$ cat config.mk
export PLATFORM = sky130hd
export DESIGN_NAME = bsg_front_side_bus_hop_in_flat
export DESIGN_NICKNAME = d
export VERILOG_FILES = /design/src/rtl/bsg_fsb_hop_in_pkg.sv /design/src/rtl/bsg_fsb_hop_in_if.sv /design/src/rtl/bsg_front_side_bus_hop_in_fifo.sv /design/src/rtl/bsg_front_side_bus_hop_in.sv /design/src/flat_wrapper.sv
export SDC_FILE = /design/constraint.sdc
export NUM_CORES = 1
export LEC_CHECK = 0
export CAP_MARGIN = 20
export CELL_PAD_IN_SITES_DETAIL_PLACEMENT = 1
export CELL_PAD_IN_SITES_GLOBAL_PLACEMENT = 1
export CORE_MARGIN = 4
export CORE_UTILIZATION = 35
export DETAILED_ROUTE_END_ITERATION = 16
export GPL_TIMING_DRIVEN = 0
export HOLD_SLACK_MARGIN = 0.06
export PLACE_DENSITY_LB_ADDON = 0.1
export SETUP_SLACK_MARGIN = 0.5
export SYNTH_ARGS = -nofsm -noshare
export SYNTH_HDL_FRONTEND = slang
export SYNTH_SLANG_ARGS = --single-unit
$ cat constraint.sdc
create_clock -name clk_i -period 3.1 [get_ports clk_i]
set_input_delay 0.465 -clock clk_i [delete_from_list [all_inputs] [get_ports clk_i]]
set_output_delay 0.465 -clock clk_i [all_outputs]
set_load 0.03 [all_outputs]
$ cat src/rtl/bsg_fsb_hop_in_pkg.sv
// Shared types for the front-side bus receive hop.
// Port indices and the routing target encoding.
package bsg_fsb_hop_in_pkg;

  localparam int unsigned port_local = 0;
  localparam int unsigned port_fwd   = 1;

  typedef enum logic [1:0] {
    tgt_none  = 2'b00,
    tgt_local = 2'b01,
    tgt_fwd   = 2'b10,
    tgt_both  = 2'b11
  } target_e;

endpackage

$ cat src/rtl/bsg_fsb_hop_in_if.sv
// Bus bundle of the receive hop: one ready/valid input stream
// plus the packed two-channel output (v_o, data_o, yumi_i).
interface bsg_fsb_hop_in_if #(
  parameter int width_p    = 16,
  parameter int id_width_p = 4
);
  logic [id_width_p-1:0] my_id_i;
  logic                  v_i;
  logic [width_p-1:0]    data_i;
  logic                  ready_o;
  logic [1:0]            v_o;
  logic [2*width_p-1:0]  data_o;
  logic [1:0]            yumi_i;

  modport master (
    output my_id_i, v_i, data_i, yumi_i,
    input  ready_o, v_o, data_o
  );

  modport slave (
    input  my_id_i, v_i, data_i, yumi_i,
    output ready_o, v_o, data_o
  );
endinterface

$ cat src/rtl/bsg_front_side_bus_hop_in_fifo.sv
// Two-entry FIFO, async active-high reset.
// Enq: ready_o/v_i/data_i. Deq: v_o/data_o/deq_i.
module bsg_front_side_bus_hop_in_fifo #(
  parameter int width_p = 16
) (
  input  logic               clk_i,
  input  logic               reset_i,
  output logic               ready_o,
  input  logic               v_i,
  input  logic [width_p-1:0] data_i,
  output logic               v_o,
  output logic [width_p-1:0] data_o,
  input  logic               deq_i
);

  logic [width_p-1:0] mem_r [2];
  logic               head_r;
  logic               tail_r;
  logic [1:0]         cnt_r;
  logic               enq;
  logic               deq;

  assign ready_o = (cnt_r != 2'd2);
  assign v_o     = (cnt_r != 2'd0);
  assign data_o  = mem_r[head_r];
  assign enq     = v_i & ready_o;
  assign deq     = deq_i & v_o;

  always_ff @(posedge clk_i or posedge reset_i) begin
    if (reset_i) begin
      head_r <= 1'b0;
      tail_r <= 1'b0;
      cnt_r  <= 2'd0;
    end else begin
      if (enq) tail_r <= ~tail_r;
      if (deq) head_r <= ~head_r;
      unique case ({enq, deq})
        2'b10:   cnt_r <= cnt_r + 2'd1;
        2'b01:   cnt_r <= cnt_r - 2'd1;
        default: cnt_r <= cnt_r;
      endcase
    end
  end

  // Storage needs no reset; occupancy gates visibility.
  always_ff @(posedge clk_i) begin
    if (enq) mem_r[tail_r] <= data_i;
  end

endmodule

$ cat src/rtl/bsg_front_side_bus_hop_in.sv
// Receive hop: buffers the ring stream, routes head word to
// local (v_o[0]) / forward (v_o[1]) / both. Macro: BSG_FSB_HOP_IN_BCAST_EN.
module bsg_front_side_bus_hop_in
  import bsg_fsb_hop_in_pkg::*;
#(
  parameter int width_p    = 16,
  parameter int id_width_p = 4
) (
  input logic              clk_i,
  input logic              reset_i,
  bsg_fsb_hop_in_if.slave  bus
);

  logic                  head_v;
  logic [width_p-1:0]    head;
  logic                  deq;
  logic [id_width_p-1:0] dest;
  target_e               target;

  bsg_front_side_bus_hop_in_fifo #(
    .width_p (width_p)
  ) fifo (
    .clk_i   (clk_i),
    .reset_i (reset_i),
    .ready_o (bus.ready_o),
    .v_i     (bus.v_i),
    .data_i  (bus.data_i),
    .v_o     (head_v),
    .data_o  (head),
    .deq_i   (deq)
  );

  assign dest        = head[width_p-1 -: id_width_p];
  assign bus.data_o  = {head, head};

`ifdef BSG_FSB_HOP_IN_BCAST_EN
  logic [1:0] sent_r;

  always_comb begin
    target = tgt_fwd;
    unique case (1'b1)
      (dest == bus.my_id_i):     target = tgt_local;
      (dest == {id_width_p{1'b1}}): target = tgt_both;
      default:                   target = tgt_fwd;
    endcase
  end

  assign bus.v_o = {2{head_v}} & target & ~sent_r;
  assign deq = head_v &
    ((target & ~(sent_r | bus.yumi_i)) == 2'b00);

  always_ff @(posedge clk_i or posedge reset_i) begin
    if (reset_i)  sent_r <= 2'b00;
    else if (deq) sent_r <= 2'b00;
    else          sent_r <= sent_r | (bus.yumi_i & target);
  end
`else
  // All-ones dest is just another foreign id here.
  assign target  = (dest == bus.my_id_i) ? tgt_local : tgt_fwd;
  assign bus.v_o = {2{head_v}} & target;
  assign deq     = head_v & |(bus.yumi_i & target);
`endif

  a_yumi_needs_v: assert property (
    @(posedge clk_i) disable iff (reset_i)
    (bus.yumi_i & ~bus.v_o) == 2'b00
  );

endmodule
$ cat src/flat_wrapper.sv
// flat-port wrapper written by rule: the top's interface ports become plain ports
module bsg_front_side_bus_hop_in_flat import bsg_fsb_hop_in_pkg::*;
#(
  parameter int width_p    = 16,
  parameter int id_width_p = 4
)
  (clk_i, reset_i, bus_my_id_i, bus_v_i, bus_data_i, bus_yumi_i, bus_ready_o, bus_v_o, bus_data_o);
  bsg_fsb_hop_in_if #(.width_p(width_p), .id_width_p(id_width_p)) bus_i ();
  input logic clk_i;
  input logic reset_i;
  input wire logic [$bits(bus_i.my_id_i)-1:0] bus_my_id_i;
  input wire logic [$bits(bus_i.v_i)-1:0] bus_v_i;
  input wire logic [$bits(bus_i.data_i)-1:0] bus_data_i;
  input wire logic [$bits(bus_i.yumi_i)-1:0] bus_yumi_i;
  output wire logic [$bits(bus_i.ready_o)-1:0] bus_ready_o;
  output wire logic [$bits(bus_i.v_o)-1:0] bus_v_o;
  output wire logic [$bits(bus_i.data_o)-1:0] bus_data_o;
  assign bus_i.my_id_i = bus_my_id_i;
  assign bus_i.v_i = bus_v_i;
  assign bus_i.data_i = bus_data_i;
  assign bus_i.yumi_i = bus_yumi_i;
  assign bus_ready_o = bus_i.ready_o;
  assign bus_v_o = bus_i.v_o;
  assign bus_data_o = bus_i.data_o;
  bsg_front_side_bus_hop_in #(.width_p(width_p), .id_width_p(id_width_p)) u_core (.clk_i(clk_i), .reset_i(reset_i), .bus(bus_i));
endmodule
=== After elaboration in Yosys (flattened, before gate mapping) ===
Memories as Yosys holds them, arrays and structs flattened.
Cells that the tools add are included.

* Bitwise gates (word level): 7
* $add $sub $neg: 2
* Reductions and logical operators: 3
* Eq/ne operators: 4
* Multiplexer cells: 4

{| class="wikitable"
|+ Operators with widths
! cell !! count
|-
| AND 2 bit || 2
|-
| equality test 4 bit || 1
|-
| one-hot mux 2 bit (2 select lines) || 1
|-
| nonzero test 2 bit || 2
|-
| AND 1 bit || 3
|-
| adder 2 x 1 -> 2 bit, second input constant || 1
|-
| equality test 2 x 1 -> 1 bit, second input constant || 1
|-
| equality test 2 bit, second input constant || 1
|-
| two-way mux 1 bit || 2
|-
| two-way mux 2 bit || 1
|-
| != test 2 bit, second input constant || 1
|-
| inverter 1 bit || 2
|-
| OR reduction 2 bit || 1
|-
| subtractor 2 x 1 -> 2 bit, second input constant || 1
|}

* Bits in writable memories: 32
* Memories kept: 1
* Output and inout bits: 35
* Flip-flop bits (word level): 4

{| class="wikitable"
|+ Memories
! name !! depth !! bits a word !! rd ports !! clocked after Yosys merged registers in !! write ports !! line !! source
|-
| u_core.fifo.mem_r || 2 || 16 || 1 || 0 || 1 || bsg_front_side_bus_hop_in_fifo.sv:16 || <nowiki>logic [width_p-1:0] mem_r [2];</nowiki>
|}

=== Logic depth before layout (Yosys ltp) ===
An unclocked memory read counts as a cell.

* Depth in word-level cells: 9
* Mapped depth: 9

=== By module ===
From an unflattened synthesis, not the netlist that was laid out.

* Cells, all modules: 94
* Area total of the unflattened synthesis: 1,561.5 µm²

{| class="wikitable"
|+ By module, submodules not included
! module !! times used !! area each (µm²) !! seq. area each (µm²) !! cells an instance
|-
| bsg_front_side_bus_hop_in_fifo || 1 || 1,362.6 || 1,061.0 || 68
|-
| bsg_front_side_bus_hop_in || 1 || 198.9 || 0.0 || 26
|}

=== Worst setup path after synthesis ===
Ideal clock, no wire load.

* Kind: reg-to-output
* Start point: reg u_core.fifo.head_r
* End point: out bus_v_o[0]
* Required time: 2.635 ns
* Stages on the path, launching flop included: 6
* Setup slack: 0.794 ns
* Data arrival time: 1.841 ns
* Path buffers: 1
* Cell sequence: dfrtp_1 > buf_6 > mux2_4 > xor2_2 > nor4_4 > nor2b_1

* Word-level cells in the longest chain between the ends: 4

{| class="wikitable"
|+ Ends and longest elaborated chain
! what !! line !! source
|-
| from (decl) || bsg_front_side_bus_hop_in_fifo.sv:17 || <nowiki>logic head_r;</nowiki>
|-
| from (signal assigned) || bsg_front_side_bus_hop_in_fifo.sv:36 || <nowiki>if (deq) head_r <= ~head_r;</nowiki>
|-
| memory read (2 x 16 bit) || - ||
|-
| named net bus_data_o[12] || flat_wrapper.sv:17 || <nowiki>output wire logic [$bits(bus_i.data_o)-1:0] bus_data_o;</nowiki>
|-
| equality test 4 bit || bsg_front_side_bus_hop_in.sv:59 || <nowiki>assign target = (dest == bus.my_id_i) ? tgt_local : tgt_fwd;</nowiki>
|-
| two-way mux 2 bit || bsg_front_side_bus_hop_in.sv:59 ||
|-
| AND 2 bit || bsg_front_side_bus_hop_in.sv:60 || <nowiki>assign bus.v_o = {2{head_v}} & target;</nowiki>
|-
| to (decl) || flat_wrapper.sv:16 || <nowiki>output wire logic [$bits(bus_i.v_o)-1:0] bus_v_o;</nowiki>
|}

The timed path passes the listed nets, and every way through them passes these cells.

=== Worst setup path in the final report ===
* Start point: reg u_core.fifo.head_r
* End point: out bus_v_o[0]

* Word-level cells in the longest chain between the ends: 4

{| class="wikitable"
|+ Ends and longest elaborated chain
! what !! line
|-
| memory read (2 x 16 bit) || -
|-
| equality test 4 bit || bsg_front_side_bus_hop_in.sv:59
|-
| two-way mux 2 bit || bsg_front_side_bus_hop_in.sv:59
|-
| AND 2 bit || bsg_front_side_bus_hop_in.sv:60
|}

No other way between the ends.

==> qor.txt <==
status -> finished clean
sw frac -> 38.5%
Core Region -> 0.00435 mm²
sequential share of power -> 28.6%
Max Clk Rate -> 398 MHz
largest delay contributor family on the critical path -> simple AND/OR/NAND/NOR gates
setup_tns -> 0 ns
I/O Pins -> 60
Worst Hold Class -> in2async
Ys Warns -> 0
initial antenna violation count -> 0
DRT Wirelength -> 3120 µm
NetSw -> 0.968 mW
Yosys top cell area share -> 61.4%
Yosys cell types -> 20
post-CTS setup buffers -> 0
Max IR drop VDD -> 0.487 mV
CP Capture Type -> primary output
final hold vios -> 0
Yosys top cell by area -> edfxtp_1
CP Data Arrival Time -> 2.05 ns
clock power share -> 15.4%
IO buf count -> 59
GRT Total Usage -> 11.4%
minimum clock period -> 2.51 ns
GP Congestion -> 0.698
Critical Path Max Stage Delay -> 0.37 ns
vias per cell -> 4.44
Pre-antenna DRT Iters -> 4
Setup Skew -> 0.00267 ns
Setup crit start kind -> register
CP required -> 2.63 ns
H-tree Lvls -> 2
commonest non-fill, non-tap cell in the layout -> clkdlybuf4s50_1
Seq cells post-synth -> 36
CP Class -> reg2out
hpwl dp -> 2310 µm
Cells after Synth -> 93
Lkg Pwr -> 0.945 nW
Cell Pwr Density -> 1070 mW/mm²
final-report setup violation count -> 0
clk sink count -> 36
max-cap viol count -> 0
Via Count -> 941
Tcrit/Tclk final -> 81.0%
vias in the first global route -> 1021
Slowest-stage cell, CP -> mux2_2
largest net degree at the start of global routing -> 17
Antenna Cells -> 0
Mapped Nets -> 119
Root Driver -> clkbuf_8
first-pass GRT wire length -> 4620 µm
Initial Utilization -> 35.9%
CTS max path bufs -> 2
Die W -> 74.9 µm
Combinational Power Share -> 56.0%
Critical path buffers and inverters -> 2
synthesized cell area -> 0.00157 mm²
Max-slew headroom -> 40.6%
RSZ-0062 raised after global routing -> yes
CTS tree -> yes
DRC violations left -> 0
Worst Tran Pin Value -> 0.891 ns
DRT iter0 DRCs -> 40
FILL cells -> 423
die area -> 0.00561 mm²
crit path max fanout -> 8
Worst-path clk slew -> 0.07 ns
dominant cells by area after synthesis -> edfxtp_1 61%, mux2_2 10%, buf_4 7.7%
Area growth syn-to-layout -> 49.9%
most frequent cells in the layout -> 48 x clkdlybuf4s50_1, 32 x edfxtp_1, 16 x buf_4
Power Total -> 2.52 mW
antenna-violating nets left -> 0
grt total ovfl -> 0
sequential fraction of the synthesis area -> 67.8%
Num CTS Buffers -> 5
Worst-Skew Late Latency -> 0.28 ns
row count -> 24
max-slew violations -> 0
# nets final -> 185
final core utilization -> 53.9%
CP cell instances -> buf_6 -> mux2_2 -> xor2_1 -> nor4_4 -> nor2b_1 -> clkbuf_2
die height -> 74.9 µm
share of layout cells above drive strength 1 -> 28.1%
Avg WL per Cell -> 14.7 µm
Int Pwr -> 1.55 mW
Avg Inst Size Synth -> 16.8 µm²
-- power by group through the flow --
stage	clock network, mW	logic, mW	registers [mW]
final	0.389	1.41	0.720
after floorplan	0	0.936	0.717
after detailed placement	0	1.45	0.733
after global placement	0	1.42	0.725
after global routing	0.425	1.50	0.731
after CTS	0.401	1.45	0.722
-- timing repair --
item,4_1_cts,5_1_grt
hold endpoints to repair,0,0
gates resized for setup,4,13
setup endpoints to repair,20,11
hold buffers,0,0
pin swaps,0,1
-- cells by family (layout without fill, tap and decap cells) --
family	Yosys count	in the layout	synth area share (%)
multiplexers	17	17	12.6
AO/OA/AOI/OAI	2	2	0.640
XOR/XNOR	9	9	5.52
flip-flops	36	36	67.8
adder cells (fa/ha/maj)	1	1	0.799
buffers and inverters	19	86	8.87
AND/OR/NAND/NOR	9	9	3.76
-- layer usage --
metal	up-vias	track usage [%]	wire, µm
li1	450	-	-
met1	452	12.6	1160
met2	37	18.6	1630
met3	2	5.61	322
met4	0	4.74	14
met5	-	0	0
-- state kept, by name (all words and copies together), names as in the netlist --
signal,flops
u_core.fifo.head_r,1
u_core.fifo.cnt_r,2
u_core.fifo.tail_r,1
u_core.fifo.mem_r,32
-- synthesized netlist by cell type (all sizes together) --
| master | instances |
|---|---|
| mux2 | 16 |
| xor2 | 6 |
| clkbuf | 1 |
| nor2b | 1 |
| xnor2 | 3 |
| dfrtp | 4 |
| edfxtp | 32 |
| nand2b | 1 |
| buf | 17 |
| and3 | 1 |
| nor4 | 1 |
| nand2 | 1 |
| mux2i | 1 |
| nor2 | 4 |
| inv | 1 |
| ha | 1 |
| o21ai | 2 |
-- path summary, 6_finish.rpt --
| path | from | endpoint | cells past startpoint | slack (ns) |
|---|---|---|---|---|
| min in group clk_i | u_core.fifo.tail_r$_DFFE_PP0P_ | u_core.fifo.tail_r$_DFFE_PP0P_ | 1 | 0.53 |
| worst max register to register | u_core.fifo.head_r$_DFFE_PP0P_ | u_core.fifo.cnt_r[1]$_DFFE_PP0P_ | 8 | 0.68 |
| max in group asynchronous | reset_i | u_core.fifo.tail_r$_DFFE_PP0P_ | 2 | 2.59 |
| worst min-delay path | reset_i | u_core.fifo.cnt_r[0]$_DFFE_PP0P_ | 2 | 0.36 |
| worst min register to register | u_core.fifo.tail_r$_DFFE_PP0P_ | u_core.fifo.tail_r$_DFFE_PP0P_ | 1 | 0.53 |
| worst max-delay path | u_core.fifo.head_r$_DFFE_PP0P_ | bus_v_o[0] | 6 | 0.59 |
-- through the flow --
| step | worst slack, ns | hold slack (ns) | cells | cell area, µm² |
|---|---|---|---|---|
| 6_report | 0.589 | 0.364 | 212 | 2350 |
| 5_1_grt | 0.477 | 0.368 | 212 | 2350 |
| 4_1_cts | 0.401 | 0.361 | 212 | 2330 |
| 3_5_place_dp | 0.301 | 0.522 | 204 | 2220 |
| 3_3_place_gp | 0.331 | 0.481 | 204 | 2220 |
| 2_1_floorplan | 0.794 | 0.231 | 93 | 1570 |
-- final cells by class --
cell class	count	area [µm²]	share of cell area, %
buffer	18	139	5.92
clock buffer	5	68.8	2.93
clock inverter	3	37.5	1.60
inverter	1	3.75	0.160
multi-input combinational	38	368	15.7
sequential	36	1060	45.2
tap	52	65.1	2.77
timing repair buffer	59	603	25.7
Note: power is estimated with default switching activity, not from simulation.
